===== src/rtl/datapath_result_collector_pkg.sv =====
// Shared sizing and arithmetic helpers for consumers of the datapathA pipeline.
// Combinational only; no timing or backpressure of its own.
package datapath_result_collector_pkg;

  // Register stages between in_valid and outR in datapathA.
  localparam int DP_LATENCY = 3;

  // outR = ((x*a)+b)*c: product, one guard bit for the add, then a second product.
  function automatic int dp_out_width(input int wlx, input int wlc);
    return wlx + 2 * wlc + 1;
  endfunction

  // Round half toward +inf, arithmetic shift right, then clamp to a wlo-bit signed range.
  // Working in 64 bits keeps the rounding add overflow-free for any realistic outR width.
  function automatic logic signed [63:0] round_sat(input logic signed [63:0] v,
                                                   input int shift,
                                                   input int wlo);
    logic signed [63:0] r;
    logic signed [63:0] hi;
    logic signed [63:0] lo;
    r  = (v + (64'sd1 <<< (shift - 1))) >>> shift;
    hi = (64'sd1 <<< (wlo - 1)) - 64'sd1;
    lo = -(64'sd1 <<< (wlo - 1));
    if (r > hi) begin
      return hi;
    end else if (r < lo) begin
      return lo;
    end
    return r;
  endfunction

endpackage


===== src/rtl/datapath_result_collector_sync_fifo.sv =====
// Synchronous FIFO with registered storage; head visible on rdata, 1-edge push-to-visible.
// Push while full succeeds only with a same-edge pop; pop while empty is ignored.
module sync_fifo #(
  parameter int WIDTH = 16,
  parameter int DEPTH = 8
) (
  input  logic                     CLK,
  input  logic                     RST,
  input  logic                     push,
  input  logic                     pop,
  input  logic [WIDTH-1:0]         wdata,
  output logic [WIDTH-1:0]         rdata,
  output logic [$clog2(DEPTH):0]   count,
  output logic                     full,
  output logic                     empty
);

  localparam int AW = $clog2(DEPTH);

  logic [WIDTH-1:0] mem [DEPTH];
  logic [AW-1:0]    wr_ptr;
  logic [AW-1:0]    rd_ptr;
  logic             do_push;
  logic             do_pop;

  assign empty   = (count == '0);
  assign full    = (count == (AW + 1)'(DEPTH));
  assign do_pop  = pop && !empty;
  assign do_push = push && (!full || do_pop);

  // Head is forced to zero while empty so the output is defined out of reset.
  assign rdata = empty ? '0 : mem[rd_ptr];

  always_ff @(posedge CLK) begin
    if (do_push) begin
      mem[wr_ptr] <= wdata;
    end
  end

  always_ff @(posedge CLK) begin
    if (RST) begin
      wr_ptr <= '0;
      rd_ptr <= '0;
      count  <= '0;
    end else begin
      if (do_push) begin
        wr_ptr <= wr_ptr + AW'(1);
      end
      if (do_pop) begin
        rd_ptr <= rd_ptr + AW'(1);
      end
      case ({do_push, do_pop})
        2'b10:   count <= count + (AW + 1)'(1);
        2'b01:   count <= count - (AW + 1)'(1);
        default: count <= count;
      endcase
    end
  end

endmodule


===== src/rtl/datapath_result_collector.sv =====
// Collects datapathA results: valid tracking, round/saturate, FIFO, credit-based in_ready.
// in_valid to out_valid is 4 edges; in_ready drops once queued plus in-flight results fill the FIFO.
module datapath_result_collector
  import datapath_result_collector_pkg::*;
#(
  parameter int WLx   = 8,
  parameter int WLc   = 8,
  parameter int WLo   = 16,
  parameter int SHIFT = 4,
  parameter int DEPTH = 8
) (
  input  logic                                   CLK,
  input  logic                                   RST,
  input  logic                                   in_valid,
  output logic                                   in_ready,
  input  logic signed [dp_out_width(WLx, WLc)-1:0] outR,
  output logic signed [WLo-1:0]                  out_data,
  output logic                                   out_valid,
  input  logic                                   out_ready,
  output logic [$clog2(DEPTH):0]                 count,
  output logic                                   overflow,
  output logic [1:0]                             pending
);

  localparam int CW = $clog2(DEPTH) + 1;

  logic [DP_LATENCY-1:0] vld;
  logic signed [63:0]    outr_ext;
  logic [WLo-1:0]        res_word;
  logic                  fifo_full;
  logic                  fifo_empty;
  logic                  pop;
  logic [CW:0]           credit_used;

  // vld[i] marks that outR will carry a real result DP_LATENCY-1-i cycles from now.
  always_ff @(posedge CLK) begin
    if (RST) begin
      vld <= '0;
    end else begin
      vld <= {vld[DP_LATENCY-2:0], in_valid};
    end
  end

  always_comb begin
    pending = '0;
    for (int i = 0; i < DP_LATENCY; i++) begin
      pending = pending + 2'(vld[i]);
    end
  end

  assign outr_ext = 64'(outR);
  assign res_word = WLo'(round_sat(outr_ext, SHIFT, WLo));

  assign pop       = out_valid && out_ready;
  assign out_valid = !fifo_empty;

  sync_fifo #(
    .WIDTH (WLo),
    .DEPTH (DEPTH)
  ) u_fifo (
    .CLK   (CLK),
    .RST   (RST),
    .push  (vld[DP_LATENCY-1]),
    .pop   (pop),
    .wdata (res_word),
    .rdata (out_data),
    .count (count),
    .full  (fifo_full),
    .empty (fifo_empty)
  );

  // A full FIFO that pops on the same edge still takes the new result, so only this case drops.
  always_ff @(posedge CLK) begin
    if (RST) begin
      overflow <= 1'b0;
    end else if (vld[DP_LATENCY-1] && fifo_full && !pop) begin
      overflow <= 1'b1;
    end
  end

  // Same-cycle pops are not credited back, keeping the check conservative.
  assign credit_used = {1'b0, count} + (CW + 1)'(pending);
  assign in_ready    = credit_used < (CW + 1)'(DEPTH);

endmodule


===== config.mk =====
export PLATFORM = sky130hd
export DESIGN_NAME = datapath_result_collector
export DESIGN_NICKNAME = d
export VERILOG_FILES = /design/src/rtl/datapath_result_collector_pkg.sv /design/src/rtl/datapath_result_collector_sync_fifo.sv /design/src/rtl/datapath_result_collector.sv
export SDC_FILE = /design/constraint.sdc
export NUM_CORES = 1
export LEC_CHECK = 0
export BUFFER_PORTS_ARGS = -buffer_cell sky130_fd_sc_hd__buf_2
export CORE_MARGIN = 1.5
export CORE_UTILIZATION = 50
export DETAILED_ROUTE_END_ITERATION = 16
export GPL_TIMING_DRIVEN = 0
export PLACE_DENSITY_LB_ADDON = 0.2
export SLEW_MARGIN = 20
export SYNTH_ARGS = -nofsm -noshare
export SYNTH_HDL_FRONTEND = slang
export SYNTH_SLANG_ARGS = --single-unit

===== constraint.sdc =====
create_clock -name CLK -period 2.82 [get_ports CLK]
set_input_delay 0.564 -clock CLK [delete_from_list [all_inputs] [get_ports CLK]]
set_output_delay 0.564 -clock CLK [all_outputs]
set_load 0.005 [all_outputs]

Word-level counts from Yosys, hierarchy flattened
Memories as Yosys holds them, arrays and structs flattened. A register that Yosys moved wholly into a read port is not among the register bits.
Index checks and enable logic that the tools add are counted.
- $add $sub $neg: 8
- $lt $le $gt $ge: 3
- eq/ne operators: 3
- multiplexer cells: 11
- reduce and logical (&&, ||, !) cells: 11
- operators with widths (operator ; count):
    two-way mux 16 bit ; 4
    adder 25 x 5 -> 26 bit (second input constant) ; 1
    > comparator 22 x 16 -> 1 bit (second input constant) ; 1
    < comparator 22 x 16 -> 1 bit (second input constant) ; 1
    one-hot mux 4 bit (2 select lines) ; 1
    adder 3 x 1 -> 3 bit (second input constant) ; 2
    two-way mux 3 bit ; 2
    adder 4 x 2 -> 5 bit ; 1
    logical AND 1 bit ; 5
    < comparator 5 x 4 -> 1 bit (second input constant) ; 1
    adder 4 x 1 -> 4 bit (second input constant) ; 1
    equality test 4 bit (second input constant) ; 1
    logical NOT 4 bit ; 1
    two-way mux 1 bit ; 4
    subtractor 4 x 1 -> 4 bit (second input constant) ; 1
    logical NOT 1 bit ; 3
    adder 1 x 1 -> 2 bit ; 1
    adder 2 x 1 -> 2 bit ; 1
    equality test 2 x 1 -> 1 bit (second input constant) ; 1
    equality test 2 bit (second input constant) ; 1
    nonzero test 2 bit ; 1
    logical OR 1 bit ; 1
- flip-flop bits (word level): 14
- memory bits (writable): 128
- output and inout bits: 25
- word-level logic and storage cells: 42
- memories: 1
- memory list (name ; depth ; width ; rd ports ; clocked after memory_dff ; write ports ; RTL line ; RTL):
    u_fifo.mem ; 8 ; 16 ; 1 ; 1 ; 1 ; datapath_result_collector_sync_fifo.sv:20 ; logic [WIDTH-1:0] mem [DEPTH];

Longest topological paths before layout
- depth after elaboration: 8
- depth in mapped cells: 12
- gate-level depth less buffers: 11

Cells and area by module
Synthesis repeated with hierarchy kept, for this count alone.
- cells, all modules: 440
- area total of the unflattened synthesis: 6651.4 µm²
- modules (own cells, without submodules) (module ; instances ; cells an instance ; area each (µm²)):
    sync_fifo ; 1 ; 286 ; 5604.1
    datapath_result_collector ; 1 ; 154 ; 1047.3

Worst setup path before layout
No wires, ideal clock.
- path kind: input to register
- start: in outR[3]
- end: mem u_fifo.mem[0][5], data pin
- library setup time: 0.264 ns
- arrival time: 2.394 ns
- slack: 0.162 ns
- stages: 8
- buffers on the path: 1
- cell sequence: ha_1 and4_4 nand2_4 or4_4 o211ai_1 buf_2 nor3_1 nor3_1
- longest elaborated chain between the ends: 5
- RTL lines (element ; RTL line ; RTL):
    from (decl) ; datapath_result_collector.sv:16 ; input logic signed [dp_out_width(WLx, WLc)-1:0] outR,
    adder 25 x 5 -> 26 bit (*) ; datapath_result_collector_pkg.sv:21 ; r = (v + (64'sd1 <<< (shift - 1))) >>> shift;
    < comparator 22 x 16 -> 1 bit ; datapath_result_collector_pkg.sv:26 ; end else if (r < lo) begin
    two-way mux 1 bit ; datapath_result_collector_pkg.sv:26 ;
    two-way mux 1 bit ; datapath_result_collector_pkg.sv:24 ; if (r > hi) begin
    two-way mux 16 bit (*) ; datapath_result_collector_pkg.sv:29 ; return r;
    via res_word[5] ; datapath_result_collector.sv:29 ; logic [WLo-1:0] res_word;
    to (decl) ; datapath_result_collector_sync_fifo.sv:20 ;
The timed path passes the listed nets; every way through them passes the cells marked *.

Final worst setup path
- start: in outR[3]
- end: mem u_fifo.mem[6][8], data pin
Same word-level chain as after synthesis.

==> summary.txt <==
Layout
  – Share of cells above drive strength 1: 33.7%
  – Fin nets: 518
  – Most common cell after layout, fill and taps aside: edfxtp_1
  – Layout area overhead: 20.4%
  – Most frequent cells in the layout: edfxtp_1 (128), buf_2 (52), nor2_1 (44)
  – N_diodes: 0
  – Non-filler cells, final: 661
  – Final instance area: 7620 µm²

Synthesis
  – Ys Warns: 0
  – Post-Syn Area per Cell: 15.7 µm²
  – Yosys reg bits: 145
  – Post-synthesis cell count: 402
  – Post-Syn Nets: 440
  – Synth cell types: 43
  – Area share of the largest cell type after synthesis: 60.8%
  – Sequential area share after synthesis: 66.1%
  – Post-synth top area cell: edfxtp_1
  – Mapped Area: 6330 µm²
  – Top cells by area, synth: edfxtp_1 (61%), mux4_2 (11%), dfxtp_1 (5.4%), nor2_1 (3.0%), mux2i_1 (2.7%)

Timing
  – Tmin final: 2.69 ns
  – Worst Skew: 0.00696 ns
  – Rel. slew slack: 54.7%
  – Setup-failing EPs final: 0
  – Final worst slack: 0.127 ns
  – Max-slew violations: 0
  – Fin. Hold Viols: 0
  – Tcrit/Tclk final: 95.5%
  – RSZ-0062 raised after global routing: no
  – Fmax: 371 MHz
  – Worst slew pin tran: 0.675 ns

Detailed routing
  – Number of DRC markers in iteration 0: 248
  – Drc violations: 0
  – Vias per cell: 5.49
  – Routed WL: 12.8 mm
  – Routed Antenna Nets: 0
  – Drt pass-1 iters: 4
  – Via Count: 3630
  – Wire per inst: 19.3 µm

Floorplanning
  – Die width: 115 µm
  – I/O Pins: 54
  – Die height: 115 µm
  – FP Rows: 40
  – Initial Util: 52.0%
  – Core Region: 12200 µm²
  – Die area: 13300 µm²

Placement
  – Post-Place Cells: 630
  – Placement Setup Slack: -0.649 ns
  – Input/output buffers: 50
  – DP Wirelength: 8.70 mm
  – Routability Congestion: 0.802
  – Cell Area, Placed: 6940 µm²

Worst setup path
  – CP endpoint: u_fifo.mem[6][8]$_DFFE_PP_
  – Critical Path Source Type: input pin
  – Critical R2R Launch: u_fifo.count[0]$_SDFFE_PP0P_
  – Register-to-Register Path Depth: 11
  – Crit. End Element: flip-flop
  – Critical path's slowest cell: or4_4
  – Crit Path Class: input pin to flip-flop
  – Flop-to-flop setup slack: 0.32 ns
  – Crit-path most repeated cell: buf_2
  – Cell Chain, Critical Path: buf_2 -> ha_1 -> and4_4 -> nand2_4 -> or4_4 -> o211ai_1 -> buf_2 -> nor3_1 -> nor3_2
  – Critical path data required time: 2.94 ns
  – Reg2reg end: u_fifo.count[3]$_SDFFE_PP0P_
  – Critical path arrival: 2.82 ns
  – Critical Path Source: outR[3]
  – Slowest stage delay, CP: 0.54 ns
  – Critical Path Fanout Max: 10

Power and ir drop
  – Pwr dens: 714 nW/µm²
  – Lkg Pwr: 2.61 nW
  – VDD IR max: 0.397 mV

Clock tree
  – Clock buffer depth: 2
  – Reg clk slew, reported paths: 0.06 ns
  – H-tree depth: 4
  – Clock tree from TritonCTS: yes
  – CTS sink count: 145
  – Clk root buf: clkbuf_16
  – CTS Buf Count: 17
  – Clock Latency Late Sink: 0.41 ns

Global route
  – Vias in the first global route: 3675
  – Initial antenna violation count: 0
  – GRT Total Usage: 21.0%
  – Total gr overflow: 0
  – Largest net degree at the start of global routing: 17
  – Global-route wire length before repair: 19.8 mm

Job
  – Max cap viols: 0

Outcome
  – Outcome: complete, no violations

Hold path
  – Hold crit path type: input pin to flip-flop
[worst min-delay path by stage]
stage / startpoint / endpoint / slack, ns / cells after the start
floorplan: u_fifo.wr_ptr[0]$_SDFFE_PP0P_ / u_fifo.wr_ptr[0]$_SDFFE_PP0P_ / 0.46 / 2
global placement: overflow$_SDFFE_PP0P_ / overflow$_SDFFE_PP0P_ / 0.46 / 2
detailed placement: overflow$_SDFFE_PP0P_ / overflow$_SDFFE_PP0P_ / 0.47 / 2
CTS: in_valid / vld[0]$_SDFF_PP0_ / 0.35 / 2
global route: in_valid / vld[0]$_SDFF_PP0_ / 0.36 / 2
finish: in_valid / vld[0]$_SDFF_PP0_ / 0.37 / 2
[where the power goes]
| part | switching (W) | total [W] | internal, W |
|---|---|---|---|
| registers | 0.0000372 | 0.00241 | 0.00237 |
| logic | 0.000390 | 0.000763 | 0.000373 |
| clock network | 0.000866 | 0.00226 | 0.00140 |
| total | 0.00129 | 0.00544 | 0.00414 |
[critical path, delay by kind of cell]
kind / cells / cell delay (ns)
compound gates: 1 / 0.16
fa+ha+maj: 1 / 0.20
buf+inv: 2 / 0.37
simple gates: 5 / 1.52
[layer usage]
layer | wire [µm] | part of all wire [%] | track usage, % | vias up
li1 | - | - | - | 1706
met1 | 5590 | 44 | 27.8 | 1816
met2 | 6320 | 50 | 34.4 | 97
met3 | 681 | 5.3 | 5.33 | 11
met4 | 153 | 1.2 | 6.75 | 0
met5 | 0 | 0 | 0 | -
[Yosys cell counts (all sizes together)]
cell type,instances
a21oi,9
o22ai,4
nand2b,3
clkbuf,9
inv,9
and4,2
nor4,2
and3,5
o21ai,1
nand3,7
nand3b,1
fa,2
nand2,16
a31oi,1
a21o,1
or4,2
o21a,2
xor2,11
edfxtp,128
nand4,5
dfxtp,17
mux2i,17
buf,8
o211ai,2
nor3,27
a31o,1
or3,2
and2,1
nor2b,4
ha,7
mux4,32
o31ai,2
xnor2,12
nor2,50
[through the flow]
stage	setup TNS, ns	power [W]	hold slack (ns)	util, %
2_1_floorplan	0	0.00293	0.456	-
3_3_place_gp	-62.36	0.00315	0.462	55.8
3_5_place_dp	-39.36	0.00317	0.465	57.0
4_1_cts	0	0.00547	0.355	62.5
5_1_grt	0	0.00565	0.361	62.6
6_report	0	0.00544	0.368	62.6
[layout make-up]
cell class,count,area [µm²]
fill,905,4540
multi-input combinational,231,2100
sequential,145,4180
timing repair buffer,62,389
inverter,9,33.8
buffer,14,93.8
clock buffer,17,425
clock inverter,15,178
tap,168,210
[logic make-up after synthesis]
group | count (synthesis) | share of synthesized area [%]
muxes | 49 | 14.1
buffers and inverters | 26 | 1.82
and+or+nand+nor | 127 | 10.2
xor gates and xnor gates | 23 | 3.18
AOI/OAI and AO/OA | 23 | 2.55
adders and majority gates | 9 | 2.02
DFF | 145 | 66.1
[flip-flops by register name, summed over array words and instances (netlist names), named ones only]
| register | flops |
|---|---|
| u_fifo.wr_ptr | 3 |
| u_fifo.count | 4 |
| overflow | 1 |
| u_fifo.mem | 128 |
| vld | 3 |
| u_fifo.rd_ptr | 3 |
[what timing repair did]
action | CTS | global route
pin swaps | 0 | 0
hold buffers | 0 | 0
gates resized for setup | 14 | 5
gates cloned | 0 | 0
endpoints found under the setup margin | 52 | 36
buffers inserted | 2 | 0
No activity file was read; power rests on OpenSTA's default activity.
